## config.mk

```make
export PLATFORM = sky130hd
export DESIGN_NAME = branch_resolve_unit
export DESIGN_NICKNAME = d
export VERILOG_FILES = /design/src/rtl/branch_resolve_unit_pkg.sv /design/src/rtl/brq_fifo.sv /design/src/rtl/branch_resolve_unit.sv
export SDC_FILE = /design/constraint.sdc
export NUM_CORES = 1
export LEC_CHECK = 0
export ABC_CLOCK_PERIOD_IN_PS = 7100
export BUFFER_PORTS_ARGS = -buffer_cell sky130_fd_sc_hd__buf_2
export CAP_MARGIN = 20
export CORE_MARGIN = 3
export CORE_UTILIZATION = 45
export CTS_CLUSTER_DIAMETER = 100
export DETAILED_ROUTE_END_ITERATION = 16
export GPL_ROUTABILITY_DRIVEN = 0
export PLACE_DENSITY = 0.61
export SYNTH_ARGS = -nofsm -noshare
export SYNTH_HDL_FRONTEND = slang
export SYNTH_SLANG_ARGS = --single-unit
```

## constraint.sdc

```tcl
create_clock -name clk_i -period 7.1 [get_ports clk_i]
set_input_delay 2.13 -clock clk_i [delete_from_list [all_inputs] [get_ports clk_i]]
set_output_delay 2.13 -clock clk_i [all_outputs]
set_load 0.05 [all_outputs]
```

## src/rtl/branch_resolve_unit_pkg.sv

```systemverilog
// Shared constants for the branch resolve unit: fall-through PC increment
// and the layout of a queued branch entry {pred, pc, target}.
package branch_resolve_unit_pkg;

   // Sequential fetch advances by one 32-bit instruction.
   localparam int unsigned PC_INC = 4;

   // Entry is {pred, pc, target}: target in the low PC_W bits, pc above it,
   // pred in the single top bit.
   function automatic int unsigned entry_w(input int unsigned pc_w);
      return 1 + 2 * pc_w;
   endfunction

   function automatic int unsigned tgt_ofs(input int unsigned pc_w);
      return 0 * pc_w;
   endfunction

   function automatic int unsigned pc_ofs(input int unsigned pc_w);
      return pc_w;
   endfunction

   function automatic int unsigned pred_ofs(input int unsigned pc_w);
      return 2 * pc_w;
   endfunction

endpackage

```

## src/rtl/brq_fifo.sv

```systemverilog
// In-order circular queue of in-flight branches.
// Ports: push_i/data_i enqueue, pop_i dequeues the head, clear_i empties the
// queue (wins over push and pop), full_o/empty_o status, head_o oldest entry.
module brq_fifo
   import branch_resolve_unit_pkg::*;
#(
   parameter int unsigned DEPTH = 4,
   parameter int unsigned W     = 65
) (
   input  logic         clk_i,
   input  logic         rst_i,
   input  logic         push_i,
   input  logic         pop_i,
   input  logic         clear_i,
   input  logic [W-1:0] data_i,
   output logic         full_o,
   output logic         empty_o,
   output logic [W-1:0] head_o
);

   localparam int unsigned AW = $clog2(DEPTH);
   localparam int unsigned PW = AW + 1;

   // Pointers carry one extra wrap bit so full and empty are distinguishable.
   logic [PW-1:0] wr_q, wr_d;
   logic [PW-1:0] rd_q, rd_d;
   logic [PW-1:0] count;
   logic [W-1:0]  mem_q [DEPTH];

   logic do_push;
   logic do_pop;

   assign count   = wr_q - rd_q;
   assign full_o  = (count == PW'(DEPTH));
   assign empty_o = (count == '0);
   assign head_o  = mem_q[rd_q[AW-1:0]];

   assign do_push = push_i && !full_o && !clear_i;
   assign do_pop  = pop_i && !empty_o && !clear_i;

   // Next pointer values; clear resets both pointers.
   always_comb begin
      wr_d = wr_q;
      rd_d = rd_q;
      if (clear_i) begin
         wr_d = '0;
         rd_d = '0;
      end else begin
         if (do_push) wr_d = wr_q + PW'(1);
         if (do_pop)  rd_d = rd_q + PW'(1);
      end
   end

   // Pointer registers.
   always_ff @(posedge clk_i or negedge rst_i) begin
      if (!rst_i) begin
         wr_q <= '0;
         rd_q <= '0;
      end else begin
         wr_q <= wr_d;
         rd_q <= rd_d;
      end
   end

   // Entry storage; contents are only meaningful between rd and wr.
   always_ff @(posedge clk_i) begin
      if (do_push) mem_q[wr_q[AW-1:0]] <= data_i;
   end

endmodule

```

## src/rtl/branch_resolve_unit.sv

```systemverilog
// Branch resolve unit: queues predicted branches from IF, compares each with
// its EX outcome, and drives predictor update, flush and redirect PC.
// Ports: issue_* from IF (stall_o back-pressure), resolve_* from EX,
// update_o/result_o to the predictor, flush_o/redirect_pc_o to fetch,
// err_o sticky resolve-without-branch error, branch/mispredict counters.
module branch_resolve_unit
   import branch_resolve_unit_pkg::*;
#(
   parameter int unsigned DEPTH = 4,
   parameter int unsigned PC_W  = 32,
   parameter int unsigned CNT_W = 32
) (
   input  logic             clk_i,
   input  logic             rst_i,
   input  logic             issue_valid_i,
   input  logic             issue_pred_i,
   input  logic [PC_W-1:0]  issue_pc_i,
   input  logic [PC_W-1:0]  issue_target_i,
   output logic             stall_o,
   input  logic             resolve_valid_i,
   input  logic             resolve_taken_i,
   output logic             update_o,
   output logic             result_o,
   output logic             flush_o,
   output logic [PC_W-1:0]  redirect_pc_o,
   output logic             err_o,
   output logic [CNT_W-1:0] branch_cnt_o,
   output logic [CNT_W-1:0] mispred_cnt_o
);

   localparam int unsigned EW    = entry_w(PC_W);
   localparam int unsigned T_OFS = tgt_ofs(PC_W);
   localparam int unsigned P_OFS = pc_ofs(PC_W);
   localparam int unsigned D_OFS = pred_ofs(PC_W);

   logic            full;
   logic            empty;
   logic [EW-1:0]   head;
   logic            head_pred;
   logic [PC_W-1:0] head_pc;
   logic [PC_W-1:0] head_tgt;
   logic            pop;
   logic            mis;
   logic            push;

   logic             update_q,   update_d;
   logic             result_q,   result_d;
   logic             flush_q,    flush_d;
   logic [PC_W-1:0]  redirect_q, redirect_d;
   logic             err_q,      err_d;
   logic [CNT_W-1:0] bcnt_q,     bcnt_d;
   logic [CNT_W-1:0] mcnt_q,     mcnt_d;

   assign head_pred = head[D_OFS];
   assign head_pc   = head[P_OFS +: PC_W];
   assign head_tgt  = head[T_OFS +: PC_W];

   // A mispredict flushes everything younger, including a same-cycle issue.
   assign pop  = resolve_valid_i && !empty;
   assign mis  = pop && (head_pred != resolve_taken_i);
   assign push = issue_valid_i && !full && !mis;

   assign stall_o = full;

   brq_fifo #(
      .DEPTH (DEPTH),
      .W     (EW)
   ) u_fifo (
      .clk_i   (clk_i),
      .rst_i   (rst_i),
      .push_i  (push),
      .pop_i   (pop),
      .clear_i (mis),
      .data_i  ({issue_pred_i, issue_pc_i, issue_target_i}),
      .full_o  (full),
      .empty_o (empty),
      .head_o  (head)
   );

   // Resolve outcome, redirect and counter updates.
   always_comb begin
      update_d   = pop;
      result_d   = result_q;
      flush_d    = mis;
      redirect_d = redirect_q;
      err_d      = err_q;
      bcnt_d     = bcnt_q;
      mcnt_d     = mcnt_q;
      if (pop) begin
         result_d = resolve_taken_i;
         bcnt_d   = bcnt_q + CNT_W'(1);
      end
      if (mis) begin
         redirect_d = resolve_taken_i ? head_tgt : head_pc + PC_W'(PC_INC);
         mcnt_d     = mcnt_q + CNT_W'(1);
      end
      if (resolve_valid_i && empty) err_d = 1'b1;
   end

   // Output and counter registers.
   always_ff @(posedge clk_i or negedge rst_i) begin
      if (!rst_i) begin
         update_q   <= 1'b0;
         result_q   <= 1'b0;
         flush_q    <= 1'b0;
         redirect_q <= '0;
         err_q      <= 1'b0;
         bcnt_q     <= '0;
         mcnt_q     <= '0;
      end else begin
         update_q   <= update_d;
         result_q   <= result_d;
         flush_q    <= flush_d;
         redirect_q <= redirect_d;
         err_q      <= err_d;
         bcnt_q     <= bcnt_d;
         mcnt_q     <= mcnt_d;
      end
   end

   assign update_o      = update_q;
   assign result_o      = result_q;
   assign flush_o       = flush_q;
   assign redirect_pc_o = redirect_q;
   assign err_o         = err_q;
   assign branch_cnt_o  = bcnt_q;
   assign mispred_cnt_o = mcnt_q;

endmodule

```

== After elaboration in Yosys (flattened, before gate mapping) ==
Memories as Yosys holds them, arrays and structs flattened.
Cells that the tools add are included.

* Memories kept: 1
* Word-level logic and storage cells: 40
* Input bits: 70
* Bits in writable memories: 260
* Output and inout port bits: 101
* Bits in registers: 106

{| class="wikitable"
|+ Memories
! name !! depth !! width !! read ports !! clocked after memory_dff !! wr ports !! line !! RTL
|-
| u_fifo.mem_q || 4 || 65 || 1 || 0 || 1 || brq_fifo.sv:28 || <nowiki>logic [W-1:0] mem_q [DEPTH];</nowiki>
|}

* Equality and inequality tests: 2
* Muxes and demuxes: 7
* $add $sub $neg: 6
* Reduce and logical (&&, ||, !) cells: 15

{| class="wikitable"
|+ Operator list
! operator !! count
|-
| adder 32 x 1 -> 32 bit (second input constant) || 2
|-
| adder 32 x 3 -> 32 bit (second input constant) || 1
|-
| 2-to-1 mux 32 bit || 1
|-
| 2-to-1 mux 3 bit || 4
|-
| logical AND 1 bit || 9
|-
| adder 3 x 1 -> 3 bit (second input constant) || 2
|-
| nonzero test 2 bit || 2
|-
| == test 3 bit (second input constant) || 1
|-
| zero test 1 bit || 3
|-
| zero test 3 bit || 1
|-
| subtractor 3 bit || 1
|-
| 2-to-1 mux 1 bit || 2
|-
| != test 1 bit || 1
|}

== Longest topological paths before layout ==
* Depth in word-level cells: 11
* Depth in mapped cells: 13
* Mapped depth without buffers: 9

== Cells and area by module ==
A second synthesis with hierarchy kept.

* Cell total of the unflattened synthesis: 895
* Area, all modules: 14916.8 µm²

{| class="wikitable"
|+ By module, submodules not included
! module !! area an instance (µm²) !! cells each !! seq. area each (µm²) !! instances
|-
| brq_fifo || 9868.2 || 392 || 7957.6 || 1
|-
| branch_resolve_unit || 5048.6 || 503 || 2502.4 || 1
|}

== Worst setup path before layout ==
OpenSTA, ideal clock, no wires.

* Path type: input to register
* Start: in resolve_taken_i
* End: mem u_fifo.mem_q[3][0] (enable)
* Stages: 6
* Required time: 6.612 ns
* Arrival: 5.591 ns
* Buffers on the path: 1
* Library setup time: 0.488 ns
* Slack: 1.021 ns
* Cell sequence: inv_1 xnor2_4 o211ai_4 inv_2 buf_2 nor2_1

* Cells in the longest elaborated chain, start to end: 8

{| class="wikitable"
|+ RTL lines
! what !! line !! RTL
|-
| from (decl) || branch_resolve_unit.sv:21 || <nowiki>input logic resolve_taken_i,</nowiki>
|-
| != test 1 bit * || branch_resolve_unit.sv:60 || <nowiki>assign mis = pop && (head_pred != resolve_taken_i);</nowiki>
|-
| logical AND 1 bit * || branch_resolve_unit.sv:60 ||
|-
| via flush_d || branch_resolve_unit.sv:48 || <nowiki>logic flush_q, flush_d;</nowiki>
|-
| zero test 1 bit * || brq_fifo.sv:38, branch_resolve_unit.sv:61 ||
|-
| logical AND 1 bit || branch_resolve_unit.sv:61 || <nowiki>assign push = issue_valid_i && !full && !mis;</nowiki>
|-
| logical AND 1 bit || brq_fifo.sv:38 || <nowiki>assign do_push = push_i && !full_o && !clear_i;</nowiki>
|-
| logical AND 1 bit * || brq_fifo.sv:38 ||
|-
| 2-to-1 mux 1 bit * || brq_fifo.sv:67 || <nowiki>if (do_push) mem_q[wr_q[AW-1:0]] <= data_i;</nowiki>
|-
| 2-to-1 mux 1 bit (not written as such) * || brq_fifo.sv:67 ||
|-
| to (decl) || brq_fifo.sv:28 ||
|}

Mark *: on every way through the listed nets, which the timed path passes. The rest lies on a longest branch.

== Final worst setup path ==
* Start: reg u_fifo.rd_q[1]
* End: out stall_o

* Cells in the longest elaborated chain, start to end: 2

{| class="wikitable"
|+ RTL lines
! what !! line !! RTL
|-
| from (decl) || brq_fifo.sv:26 || <nowiki>logic [PW-1:0] rd_q, rd_d;</nowiki>
|-
| from (signal assigned) || brq_fifo.sv:61 || <nowiki>rd_q <= rd_d;</nowiki>
|-
| subtractor 3 bit || brq_fifo.sv:33 || <nowiki>assign count = wr_q - rd_q;</nowiki>
|-
| == test 3 bit || brq_fifo.sv:34 || <nowiki>assign full_o = (count == PW'(DEPTH));</nowiki>
|-
| to (decl) || branch_resolve_unit.sv:19 || <nowiki>output logic stall_o,</nowiki>
|}

Every way passes these cells.

==> run_results.csv <==
group,metric,value,unit
timing,fmaxAchievable,0.194,GHz
clock_tree,post_cts_buffers,0,
worst_setup_path,path_max_fanout,33,
grt,grt_pass1_vias,8324,
flow_run,max_cap_viol_count,0,
detailed_routing,wl_per_cell,20.7,µm
min_path,min_delay_worst_endpoint,"branch_cnt_o[31]$_DFFE_PN0P_",
worst_setup_path,timing.setup.critical_path_class,"reg -> out",
timing,fin_tns_setup,0,ns
worst_setup_path,rr_worst_depth,8,
detailed_routing,drt_iter0_markers,545,
place,io_buffer_count,170,
timing,slew_violations,0,
detailed_routing,vias,8213,
timing,grt_setup_unrepaired,"false",
synth,synth_seq_cells,366,
min_path,hp-start,"branch_cnt_o[31]$_DFFE_PN0P_",
grt,met2_usage,29.3,%
clock_tree,cts_tree,"done",
timing,fin_crit_sh,72.6,%
die,die_h,187,µm
detailed_routing,drc,0,
worst_setup_path,start_kind,"flip-flop",
clock_tree,cts_buffers,39,
power_and_ir_drop,power,7250,µW
power_and_ir_drop,p_switching,2520,µW
cells_and_area,layout.nets,1149,
place,dp_hpwl,20400,µm
die,dieArea,35200,µm²
clock_tree,cts_root_buf,"clkbuf_16",
grt,track_usage,18.3,%
detailed_routing,wirelength,31800,µm
synth,synth_cell_types,55,
synth,syn_inst,880,
cells_and_area,fillers,2659,
grt,grt_max_degree,69,
grt,grt_pass1_wl,49900,µm
clock_tree,htreeDepth,2,
cells_and_area,area_delta_synth_final,17.6,%
cells_and_area,num_antenna_cells,0,
cells_and_area,drive_gt1_share,28.9,%
power_and_ir_drop,power_density,416,nW/µm²
die,num_rows,65,
timing,finalClockSkew,0.0156,ns
timing,period_needed,5.15,ns
worst_setup_path,r2r_setup_slack,2.84,ns
power_and_ir_drop,clockPowerShare,28.0,%
detailed_routing,drt-pass1-iter-count,5,
outcome,status,"finished, final reports clean",
synth,synth.yosys.seq_area_share,70.6,%
min_path,hp-class,"reg -> reg",
clock_tree,cts_buffer_depth,3,
clock_tree,path_clk_slew,0.06,ns
synth,synthesis.area,14800,µm²
die,io_pins,171,
worst_setup_path,r2r-end,"redirect_pc_o[27]$_DFFE_PN0P_",
grt,gr-max-usage-layer,"met2",
die,coreArea,32000,µm²
power_and_ir_drop,p_comb_share,30.3,%
timing,hold_viol_final,0,
min_path,holdPathStages,1,
synth,syn-num-nets,960,
clock_tree,cts_resized,0,
grt,grt_antenna_before_repair,1,
cells_and_area,final_common_cell,"edfxtp_1",
clock_tree,numClockSinks,366,
power_and_ir_drop,swShare,34.8,%
timing,setup_viol,0,
synth,syn_area_per_cell,16.8,µm²
grt,use_met3,3.40,%
detailed_routing,ant_nets,0,
clock_tree,clk_latency,0.54,ns
die,die_w,187,µm
power_and_ir_drop,max-vdd-ir-drop,0.000271,V
power_and_ir_drop,p_seq_share,41.8,%
cells_and_area,final_cell_mix,"260 x edfxtp_1, 169 x buf_2, 104 x dfrtp_1, 74 x xnor2_1, 66 x nand2_1",
detailed_routing,vias_per_cell,5.35,
worst_setup_path,critical_path_required,4.97,ns
timing,worst_pin_slew,1.05,ns
worst_setup_path,cp.arrival,3.02,ns
worst_setup_path,endpoint_kind,"primary output",
power_and_ir_drop,p_int,4730,µW
timing,max_slew_margin,29.9,%
grt,use_met1,26.2,%
worst_setup_path,timing.rr.start,"u_fifo.rd_q[0]$_DFFE_PN0P_",
grt,grt-ovfl-total,0,
synth,ys_warn_count,0,
power_and_ir_drop,p_leak,0.00660,µW
clock_tree,cts_hold_buf,0,
die,initial_core_util,46.3,%
==> registers in the layout, summed over array words and instances (netlist names) <==
| name | count |
|---|---|
| branch_cnt_o | 32 |
| redirect_pc_o | 32 |
| err_o | 1 |
| update_o | 1 |
| u_fifo.mem_q | 260 |
| u_fifo.rd_q | 3 |
| u_fifo.wr_q | 3 |
| result_o | 1 |
| mispred_cnt_o | 32 |
| flush_o | 1 |
==> power groups by stage <==
stage	clock network (µW)	logic [µW]	registers (µW)
global placement	0	2220	3070
detailed placement	0	2230	3080
CTS	2080	2240	3040
finish	2030	2190	3030
global route	2170	2370	3080
floorplan	0	1250	3400
==> critical path, stage by stage, from the launching register on <==
cell and delay (ns):
dfrtp_2 0.89, inv_1 0.14, ha_1 0.23, nor2b_1 0.21
xnor2_1 0.37, nand2_1 0.23, inv_1 0.14, buf_2 0.27
==> kinds of logic after synthesis <==
group | Yosys count | share of synthesized area [%]
flops | 366 | 70.6
buf+inv | 43 | 1.61
xor+xnor | 96 | 5.80
compound gates | 66 | 2.81
fa+ha+maj | 10 | 0.844
simple gates | 227 | 7.89
mux | 72 | 10.5
==> synthesized netlist by cell type (all sizes together) <==
master,number,area share (%)
nor3b,2,0.21
a21o,2,0.10
xor2,21,1.2
nor3,10,0.44
xnor2,75,4.6
edfxtp,260,53
and4,8,0.49
dfrtp,106,18
nand2,68,1.8
clkbuf,8,0.20
and2,8,0.34
nor2b,3,0.14
o211ai,4,0.30
or4,2,0.10
buf,23,1.1
o21ai,19,0.64
and3,13,0.55
nand3b,2,0.10
nor4,5,0.21
mux4,65,10
a31o,1,0.059
o2111a,1,0.076
ha,10,0.84
inv,12,0.30
and2b,1,0.051
a311oi,1,0.059
o2111ai,2,0.16
o31ai,2,0.10
nand4,23,0.97
nand3,26,0.88
or2,1,0.042
mux2i,7,0.47
o22ai,15,0.68
a21oi,19,0.64
nor4b,1,0.16
nor2,52,1.3
nand4b,1,0.059
nand2b,1,0.042
==> worst max-delay path by stage <==
stage / startpoint / to / slack [ns] / depth (start not counted)
finish: u_fifo.rd_q[1]$_DFFE_PN0P_ / stall_o / 1.95 / 7
global route: u_fifo.rd_q[1]$_DFFE_PN0P_ / stall_o / 1.67 / 7
CTS: u_fifo.rd_q[1]$_DFFE_PN0P_ / stall_o / 1.85 / 7
detailed placement: resolve_taken_i / u_fifo.mem_q[2][13]$_DFFE_PP_ / 1.50 / 8
global placement: resolve_taken_i / u_fifo.mem_q[2][13]$_DFFE_PP_ / 1.54 / 8
floorplan: resolve_taken_i / u_fifo.mem_q[3][0]$_DFFE_PP_ / 1.02 / 6
==> per-layer routing <==
metal  vias up  wire, µm  part of all wire [%]
met3        52      1870                   5.9
met5         -        17                 0.053
li1       3754         -                     -
met4         2       664                   2.1
met1      4175     14000                    44
met2       230     15300                    48
==> stage by stage <==
step	worst slack [ns]	hold WS (ns)	utilization, %	cells	cell area (µm²)
4_1_cts	1.85	0.470	54.4	1535	17400
2_1_floorplan	1.02	0.498	-	880	14800
3_5_place_dp	1.50	0.462	50.4	1463	16100
3_3_place_gp	1.54	0.456	50.4	1463	16100
5_1_grt	1.67	0.498	54.4	1535	17400
6_report	1.95	0.470	54.4	1535	17400
==> final cells by class <==
type                       instances  area [µm²]  share of cell area (%)
clock buffer                      54        1090                    6.28
clock inverter                    18         200                    1.15
inverter                          12        45.0                   0.258
multi-input combinational        471        4140                    23.7
sequential                       366       10500                    60.0
tap                              435         544                    3.12
timing repair buffer             179         946                    5.43
Power figures use the tool's default switching activity.
